**src/rtl/bcd_pkg.sv**
```systemverilog
// bcd_pkg: shared BCD digit type, digit limits and load clamp helper.
`default_nettype none

package bcd_pkg;

  typedef logic [3:0] bcd_digit_t;

  localparam bcd_digit_t BCD_MAX = 4'd9;
  localparam bcd_digit_t BCD_MIN = 4'd0;

  function automatic bcd_digit_t bcd_clamp(input bcd_digit_t nibble);
    return (nibble > BCD_MAX) ? BCD_MAX : nibble;
  endfunction

endpackage

`default_nettype wire

```
**src/rtl/bcd_digit.sv**
```systemverilog
// bcd_digit: one decade cell with clear/load/step and carry-borrow out.
`default_nettype none

module bcd_digit
  import bcd_pkg::*;
(
  input  logic       clock,
  input  logic       reset,
  input  logic       step_in,
  input  logic       up_down,
  input  logic       load,
  input  bcd_digit_t load_digit,
  input  logic       clear,
  input  logic       hold,
  output bcd_digit_t digit,
  output logic       step_out
);

  bcd_digit_t digit_q;
  bcd_digit_t digit_d;
  logic       at_limit;

  always_comb begin
    at_limit = up_down ? (digit_q == BCD_MAX) : (digit_q == BCD_MIN);
    step_out = step_in & at_limit;
    digit_d  = digit_q;
    if (clear) begin
      digit_d = BCD_MIN;
    end else if (load) begin
      digit_d = bcd_clamp(load_digit);
    end else if (step_in && !hold) begin
      // A stepping digit at its limit rolls over; the carry leaves via step_out.
      if (up_down) digit_d = at_limit ? BCD_MIN : digit_q + 4'd1;
      else         digit_d = at_limit ? BCD_MAX : digit_q - 4'd1;
    end
  end

  always_ff @(posedge clock or negedge reset) begin
    if (!reset) digit_q <= BCD_MIN;
    else        digit_q <= digit_d;
  end

  assign digit = digit_q;

endmodule

`default_nettype wire

```
**src/rtl/bcd_counter_ndigit.sv**
```systemverilog
// bcd_counter_ndigit: N-digit up/down BCD counter with load, clear, wrap/saturate and tc.
// Optional leading-zero blank output enabled by macro BCD_BLANK_LZ_EN.
`default_nettype none

module bcd_counter_ndigit
  import bcd_pkg::*;
#(
  parameter int NUM_DIGITS = 2,
  parameter int WRAP       = 1
) (
  input  logic                    clock,
  input  logic                    reset,
  input  logic                    en,
  input  logic                    up_down,
  input  logic                    clear,
  input  logic                    load,
  input  logic [4*NUM_DIGITS-1:0] load_val,
  output logic [4*NUM_DIGITS-1:0] count,
`ifdef BCD_BLANK_LZ_EN
  output logic [NUM_DIGITS-1:0]   blank,
`endif
  output logic                    tc
);

  localparam logic SATURATE = (WRAP == 0);

  logic [NUM_DIGITS:0] step;
  logic                hold;

  // step[NUM_DIGITS] is high exactly when en=1 and every digit sits at its limit.
  assign step[0] = en;
  assign hold    = SATURATE & step[NUM_DIGITS];
  assign tc      = step[NUM_DIGITS] & ~clear & ~load;

  for (genvar i = 0; i < NUM_DIGITS; i++) begin : g_digit
    bcd_digit u_digit (
      .clock      (clock),
      .reset      (reset),
      .step_in    (step[i]),
      .up_down    (up_down),
      .load       (load),
      .load_digit (load_val[4*i +: 4]),
      .clear      (clear),
      .hold       (hold),
      .digit      (count[4*i +: 4]),
      .step_out   (step[i+1])
    );
  end

`ifdef BCD_BLANK_LZ_EN
  logic upper_zero;

  always_comb begin
    upper_zero = 1'b1;
    blank      = '0;
    for (int i = NUM_DIGITS - 1; i >= 1; i--) begin
      upper_zero = upper_zero & (count[4*i +: 4] == BCD_MIN);
      blank[i]   = upper_zero;
    end
  end
`endif

endmodule

`default_nettype wire

```
**config.mk**
```make
export PLATFORM = sky130hd
export DESIGN_NAME = bcd_counter_ndigit
export DESIGN_NICKNAME = d
export VERILOG_FILES = /design/src/rtl/bcd_pkg.sv /design/src/rtl/bcd_digit.sv /design/src/rtl/bcd_counter_ndigit.sv
export SDC_FILE = /design/constraint.sdc
export NUM_CORES = 1
export LEC_CHECK = 0
export CAP_MARGIN = 30
export CORE_AREA = 2 2 46 48
export CTS_CLUSTER_SIZE = 14
export DETAILED_ROUTE_END_ITERATION = 16
export DIE_AREA = 0 0 48 50
export PLACE_DENSITY = 0.85
export RECOVER_POWER = 25
export SLEW_MARGIN = 0
export SYNTH_ARGS = -nofsm -noshare
export SYNTH_HDL_FRONTEND = slang
export SYNTH_SLANG_ARGS = --single-unit
```
**constraint.sdc**
```tcl
create_clock -name clock -period 4.45 [get_ports clock]
set_clock_uncertainty 0.1 [all_clocks]
set_input_delay 0.6675 -clock clock [delete_from_list [all_inputs] [get_ports clock]]
set_output_delay 0.6675 -clock clock [all_outputs]
set_load 0.01 [all_outputs]
```
==> results of run 1 <==
## cell type report
type | count | area, um^2 | share of cell area
inverter | 9 | 33.78 | 0.02957
multi-input combinational | 86 | 631.9 | 0.5531
clock buffer | 3 | 22.52 | 0.01972
timing repair buffer | 22 | 220.2 | 0.1928
sequential | 8 | 200.2 | 0.1752
tap | 27 | 33.78 | 0.02957
## worst max-delay path, cell delays in order
cell	delay [ns]
clkdlybuf4s50_1	0.88
and4b_4	0.35
o21a_4	0.16
and3_2	0.17
clkdlybuf4s50_1	0.53
## path summary, 6_finish.rpt
| kind | end | depth (start not counted) | from |
|---|---|---|---|
| setup / recovery | tc | 5 | up_down |
| hold / removal | g_digit[1].u_digit.digit[1] | 2 | g_digit[1].u_digit.digit[1] |
| setup reg to reg | g_digit[1].u_digit.digit[3] | 6 | g_digit[0].u_digit.digit[0] |
| hold reg to reg | g_digit[1].u_digit.digit[1] | 2 | g_digit[1].u_digit.digit[1] |
| max in group asynchronous | g_digit[1].u_digit.digit[0] | 1 | reset |
| min in group asynchronous | g_digit[1].u_digit.digit[3] | 1 | reset |
## synthesized netlist by cell type (all sizes together), types with 2 or more instances
library cell and instances:
nor2 10, inv 9, dfrtp 8, o21ai 7, buf 6, ha 6
nand3 5, a21oi 4, a31oi 4, nand2 4, nand4b 3, nor4b 3
and2 2, and3 2, and4b 2, clkbuf 2, mux2 2, nand2b 2
nand3b 2, nor3 2, o211ai 2, o31ai 2, or3b 2
## metal layers
layer  vias to the layer above  track usage  wire [um]
met5                         -            0          0
met1                       436       0.2879        977
met4                         0       0.1081         36
met2                        42       0.2867       1034
met3                         7      0.01465        172
li1                        449            -          -
## metrics by stage
stage	cell area, um^2	hold slack, ns	util	setup slack [ns]
after floorplan	919.6	0.2719	-	2.220
after global placement	1120	0.5818	0.5888	0.9505
after detailed placement	1120	0.5931	0.5888	0.9383
after CTS	1142	0.5738	0.6007	0.9311
after global routing	1142	0.6513	0.6007	0.8026
final	1142	0.6080	0.6007	0.9212
## logic make-up (layout without fill, tap and decap cells)
logic type	after synthesis	in the layout
AO/OA/AOI/OAI	31	31
XOR/XNOR	1	1
adder cells (fa/ha/maj)	6	6
buffers and inverters	17	34
flip-flops	8	8
multiplexers	2	2
AND/OR/NAND/NOR	46	46
## power breakdown
group	total [mW]	switching, mW	internal [mW]
logic	0.0879	0.0406	0.0474
registers	0.0913	0.0136	0.0778
clock network	0.0552	0.0243	0.0308
total	0.234	0.0785	0.156
==> qor.yml, run 1 <==
final_layout:
  final_cell_mix: "21 x clkdlybuf4s50_1, 10 x nor2_1, 9 x inv_1"
  area_growth_pct: 24.22
  nets: 150
  post_route_cells_drive_above_1_share: 0.1094
  fin_cells: 155
  fillers: 178
  final_common_cell: "clkdlybuf4s50_1"
  num_antenna_cells: 0
  largest_reg_flops: 8
synth:
  synth_area_um2: 919.6
  synth-edff-count: 0
  syn_nets: 131
  synth_compound_gate_area_share: 0.2381
  avgSynthCellArea_um2: 8.285
  synth_cell_types: 49
  synthArstFlopShare: 1.000
  yosysTopAreaCellShare: 0.2177
  ys_ff_latch: 8
  yosysTopAreaCell: "dfrtp_1"
  synth_xor_area_frac: 0.009524
  ys_seq_area_frac: 0.2177
  syn-instance-count: 111
  yosys.area_share.simple: 0.3293
  synth_mux_area_frac: 0.02857
  synth-main-ff-cell: "dfrtp_1"
  synth_area_leaders: "dfrtp_1 22%, ha_1 8.2%, nor2_1 4.1%"
  synth.yosys.warnings: 0
  synth_fa_ha_area_frac: 0.08163
  synth_top_family_by_area: "simple AND/OR/NAND/NOR gates"
clock_tree:
  numCtsBuffers: 3
  ctsHtreeMaxLevel: 1
  ctsHoldBuffers: 0
  cts_tree: "built"
  clk_pin_slew_worst_paths_ns: 0.05
  cts_setup_buffers: 0
  cts.sinks: 8
  cts_max_path_buffers: 2
  post_cts_resized: 0
  clock-root-buffer: "clkbuf_4"
  clock_latency_ns: 0.25
setup_path:
  crit_type: "primary input to primary output"
  cp.arrival_ns: 2.76
  path_max_fanout: 18
  start_kind: "primary input"
  r2r_slack_ns: 2.47
  end_kind: "primary output"
  cp_data_required_time_ns: 3.68
routing:
  wl_per_cell_um: 14.32
  vias_per_cell: 6.026
  remaining_drc_errors: 0
  drtIter0Drc: 40
  dr_total_vias: 934
  antenna_left: 0
  wirelength_um: 2219
  first_pass_iters: 4
global_routing:
  grt_pass1_wl_um: 3539
  grt_overflow: 0
  antenna_found_initial: 0
  grt_usage: 0.2007
  grt_pass1_vias: 826
  grt_max_degree: 19
timing:
  finalMaxSlewViolations: 0
  period_needed_ns: 3.529
  period_share: 0.7930
  max_freq_mhz: 283.4
  worst_slew_pin_slew_ns: 0.6415
  setup_tns_ns: 0
  finalHoldViolCount: 0
  setup-violations-final: 0
  relSlewSlack: 0.5710
  rsz0062_at_grt: "false"
floorplan:
  ios: 23
  die_area_um2: 2400
  die_w_um: 48
  coreArea_um2: 1902
  dieHeight_um: 50
  start_util: 0.4836
  row_count: 16
pwr:
  ir_worst_vdd_mv: 0.1171
  powerDensity_nw_per_um2: 205.2
  power_mw: 0.2344
  p_leak_nw: 0.4497
placement:
  port_buffers: 22
  dp_hpwl_um: 1703
  gp_congestion: 0.8824
  dp.cells: 152
outcome:
  status: "finished clean"
flow_run:
  drv_cap: 0
hold_path:
  hold_class: "flip-flop to flip-flop"
Note: power is estimated with default switching activity, not from simulation.
==> run 2, diff against run 1 <==
--- a/config.mk
+++ b/config.mk
@@ -6,11 +6,11 @@
 export NUM_CORES = 1
 export LEC_CHECK = 0
 export CAP_MARGIN = 30
-export CORE_AREA = 2 2 46 48
+export CORE_AREA = 2 2 47 49
 export CTS_CLUSTER_SIZE = 14
 export DETAILED_ROUTE_END_ITERATION = 16
-export DIE_AREA = 0 0 48 50
-export PLACE_DENSITY = 0.85
+export DIE_AREA = 0 0 49 51
+export PLACE_DENSITY = 0.82
 export RECOVER_POWER = 25
 export SLEW_MARGIN = 0
 export SYNTH_ARGS = -nofsm -noshare
==> constraint.sdc (replaced) <==
create_clock -name clock -period 3.6 [get_ports clock]
set_clock_uncertainty 0.1 [all_clocks]
set_input_delay 0.54 -clock clock [delete_from_list [all_inputs] [get_ports clock]]
set_output_delay 0.54 -clock clock [all_outputs]
set_load 0.01 [all_outputs]
==> run 2 against run 1 <==
Against the previous run:
- via count is 3.1% lower
- non-clock buffer count rose by 2
- worst setup slack worse by 0.39 ns
- first-iteration DRC count decreased by 45%
- sequential power up 24%
- flip-flop and latch count is the same
- register-to-register slack worse by 0.89 ns
- global-route usage is 0.082 points lower
- clock-buffer cell count did not move
- hold slack got worse by 0.085 ns
- wire length grew 2.2%
- design area rose by 1.4%
==> qor.yml, run 2 (synthesis gave the netlist of run 1 again) <==
floorplan:
  coreArea_um2: 2063  # +8.5%
  row_count: 17  # +1
  dieHeight_um: 51  # +2.0%
  ios: 23  # unchanged
  die_area_um2: 2499  # +4.1%
  start_util: 0.4457  # -0.03783
  die_w_um: 49  # +2.1%
final_layout:
  final_common_cell: "clkdlybuf4s50_1"
  fin_cells: 158  # +1.9%
  nets: 152  # +1.3%
  final_cell_mix: "21 x clkdlybuf4s50_1, 10 x nor2_1, 9 x inv_1"
  post_route_cells_drive_above_1_share: 0.1231  # +0.01370
  num_antenna_cells: 0  # unchanged
  largest_reg_flops: 8  # unchanged
  stdcell_area_um2: 1159  # +1.4%
  area_growth_pct: 25.99
placement:
  placed_area_um2: 1136  # +1.5%
  port_buffers: 22  # unchanged
  dp.cells: 155  # +2.0%
  gp_congestion: 0.8951  # +1.4%
  dp_hpwl_um: 1778  # +4.4%
clock_tree:
  numCtsBuffers: 3  # unchanged
  clock_latency_ns: 0.25  # about the same
  post_cts_resized: 0  # unchanged
  cts_tree: "built"
  clk_pin_slew_worst_paths_ns: 0.05  # about the same
  cts.sinks: 8  # unchanged
  cts_max_path_buffers: 2  # unchanged
  ctsHtreeMaxLevel: 1  # unchanged
  cts_setup_buffers: 0  # unchanged
  clock-root-buffer: "clkbuf_4"
  ctsHoldBuffers: 0  # unchanged
routing:
  wl_per_cell_um: 14.35  # +0.22%
  wirelength_um: 2267  # +2.2%
  antenna_left: 0  # unchanged
  vias_per_cell: 5.728  # -4.9%
  drtIter0Drc: 22  # -45%
  dr_total_vias: 905  # -3.1%
  remaining_drc_errors: 0  # unchanged
  first_pass_iters: 4  # unchanged
setup_path:
  end_kind: "primary output"
  start_kind: "primary input"
  path_max_fanout: 10  # -8
  cp_data_required_time_ns: 2.96  # -0.72 ns
  cp.arrival_ns: 2.43  # -0.33 ns
  crit_type: "primary input to primary output"
pwr:
  p_leak_nw: 0.4593  # +2.1%
  power.switching_mw: 0.09484  # +21%
  p_sw_frac: 0.3281  # -0.006609
  seq_power_share: 0.392  # +0.002
  power_frac_comb: 0.385  # +0.010
  p_int_mw: 0.1942  # +25%
  clkPwrFrac: 0.223  # -0.012
  ir_worst_vdd_mv: 0.08812  # -25%
  powerDensity_nw_per_um2: 249.5  # +22%
timing:
  finalMaxSlewViolations: 0  # unchanged
  setup_tns_ns: 0  # unchanged
  worst_slew_pin_slew_ns: 0.3798  # -0.2617 ns
  rsz0062_at_grt: "false"
  max_freq_mhz: 326.1
  setup-violations-final: 0  # unchanged
  period_share: 0.8517
  relSlewSlack: 0.7460  # +0.1750
  period_needed_ns: 3.066
  finalHoldViolCount: 0  # unchanged
global_routing:
  grt_pass1_vias: 833  # +0.85%
  grt_usage: 0.1999  # -0.0008234
  grt_pass1_wl_um: 3774  # +6.6%
  grt_max_degree: 16  # -3
  antenna_found_initial: 0  # unchanged
  grt_overflow: 0  # unchanged
flow_run:
  drv_cap: 0  # unchanged
hold_path:
  hold_class: "primary input to asynchronous set/reset pin"
outcome:
  status: "finished clean"
==> run 2: cell count changes in the layout (fill, tap and decap cells not counted) <==
cell   before  now
buf_4       0    2
==> run 2: worst max-delay path: stages <==
cell and delay (ns):
clkdlybuf4s50_1 0.70, buf_4 0.24, nand3_1 0.07, o21ai_0 0.13
and3_2 0.22, clkdlybuf4s50_1 0.53
==> run 2: worst paths after layout <==
kind | from | to | slack (ns) | cells past startpoint
worst max-delay path | up_down | tc | 0.53 | 6
worst min-delay path | reset | g_digit[1].u_digit.digit[3] | 0.52 | 1
worst max register to register | g_digit[0].u_digit.digit[0] | g_digit[1].u_digit.digit[3] | 1.58 | 6
worst min register to register | g_digit[1].u_digit.digit[1] | g_digit[1].u_digit.digit[1] | 0.62 | 2
max in group asynchronous | reset | g_digit[0].u_digit.digit[1] | 2.64 | 1
min in group clock | g_digit[1].u_digit.digit[1] | g_digit[1].u_digit.digit[1] | 0.62 | 2
==> run 2: final cells by class <==
class | count | area, um^2
Clock buffer | 3 | 22.52
Fill cell | 204 | 904.6
Inverter | 9 | 33.78
Multi-Input combinational cell | 86 | 631.9
Sequential cell | 8 | 200.2
Tap cell | 28 | 35.03
Timing Repair Buffer | 24 | 235.2
==> run 2: power by group through the flow <==
stage	Sequential [mW]	Clock [mW]	Combinational, mW
global placement	0.113	0	0.107
CTS	0.113	0.0683	0.111
finish	0.113	0.0646	0.111
global route	0.115	0.0733	0.122
detailed placement	0.115	0	0.110
floorplan	0.108	0	0.0726
==> run 2: per-layer routing <==
metal / vias to the layer above / wire length, um / global-route usage / part of all wire
li1: 453 / - / - / -
met2: 25 / 1129 / 0.3242 / 0.50
met3: 2 / 88 / 0.02924 / 0.039
met1: 425 / 1042 / 0.2550 / 0.46
met4: 0 / 6 / 0.1143 / 0.0026
met5: - / 0 / 0 / 0
==> run 2: stage by stage <==
stage          power, mW  worst slack, ns  hold WS [ns]    util
6_report          0.2891           0.5337        0.5234  0.5616
5_1_grt           0.3104           0.4475        0.5490  0.5616
4_1_cts           0.2920           0.5307        0.4530  0.5616
3_5_place_dp      0.2246           0.5416        0.6036  0.5506
3_3_place_gp      0.2202           0.5879        0.5871  0.5506
2_1_floorplan     0.1811            1.606        0.1444       -
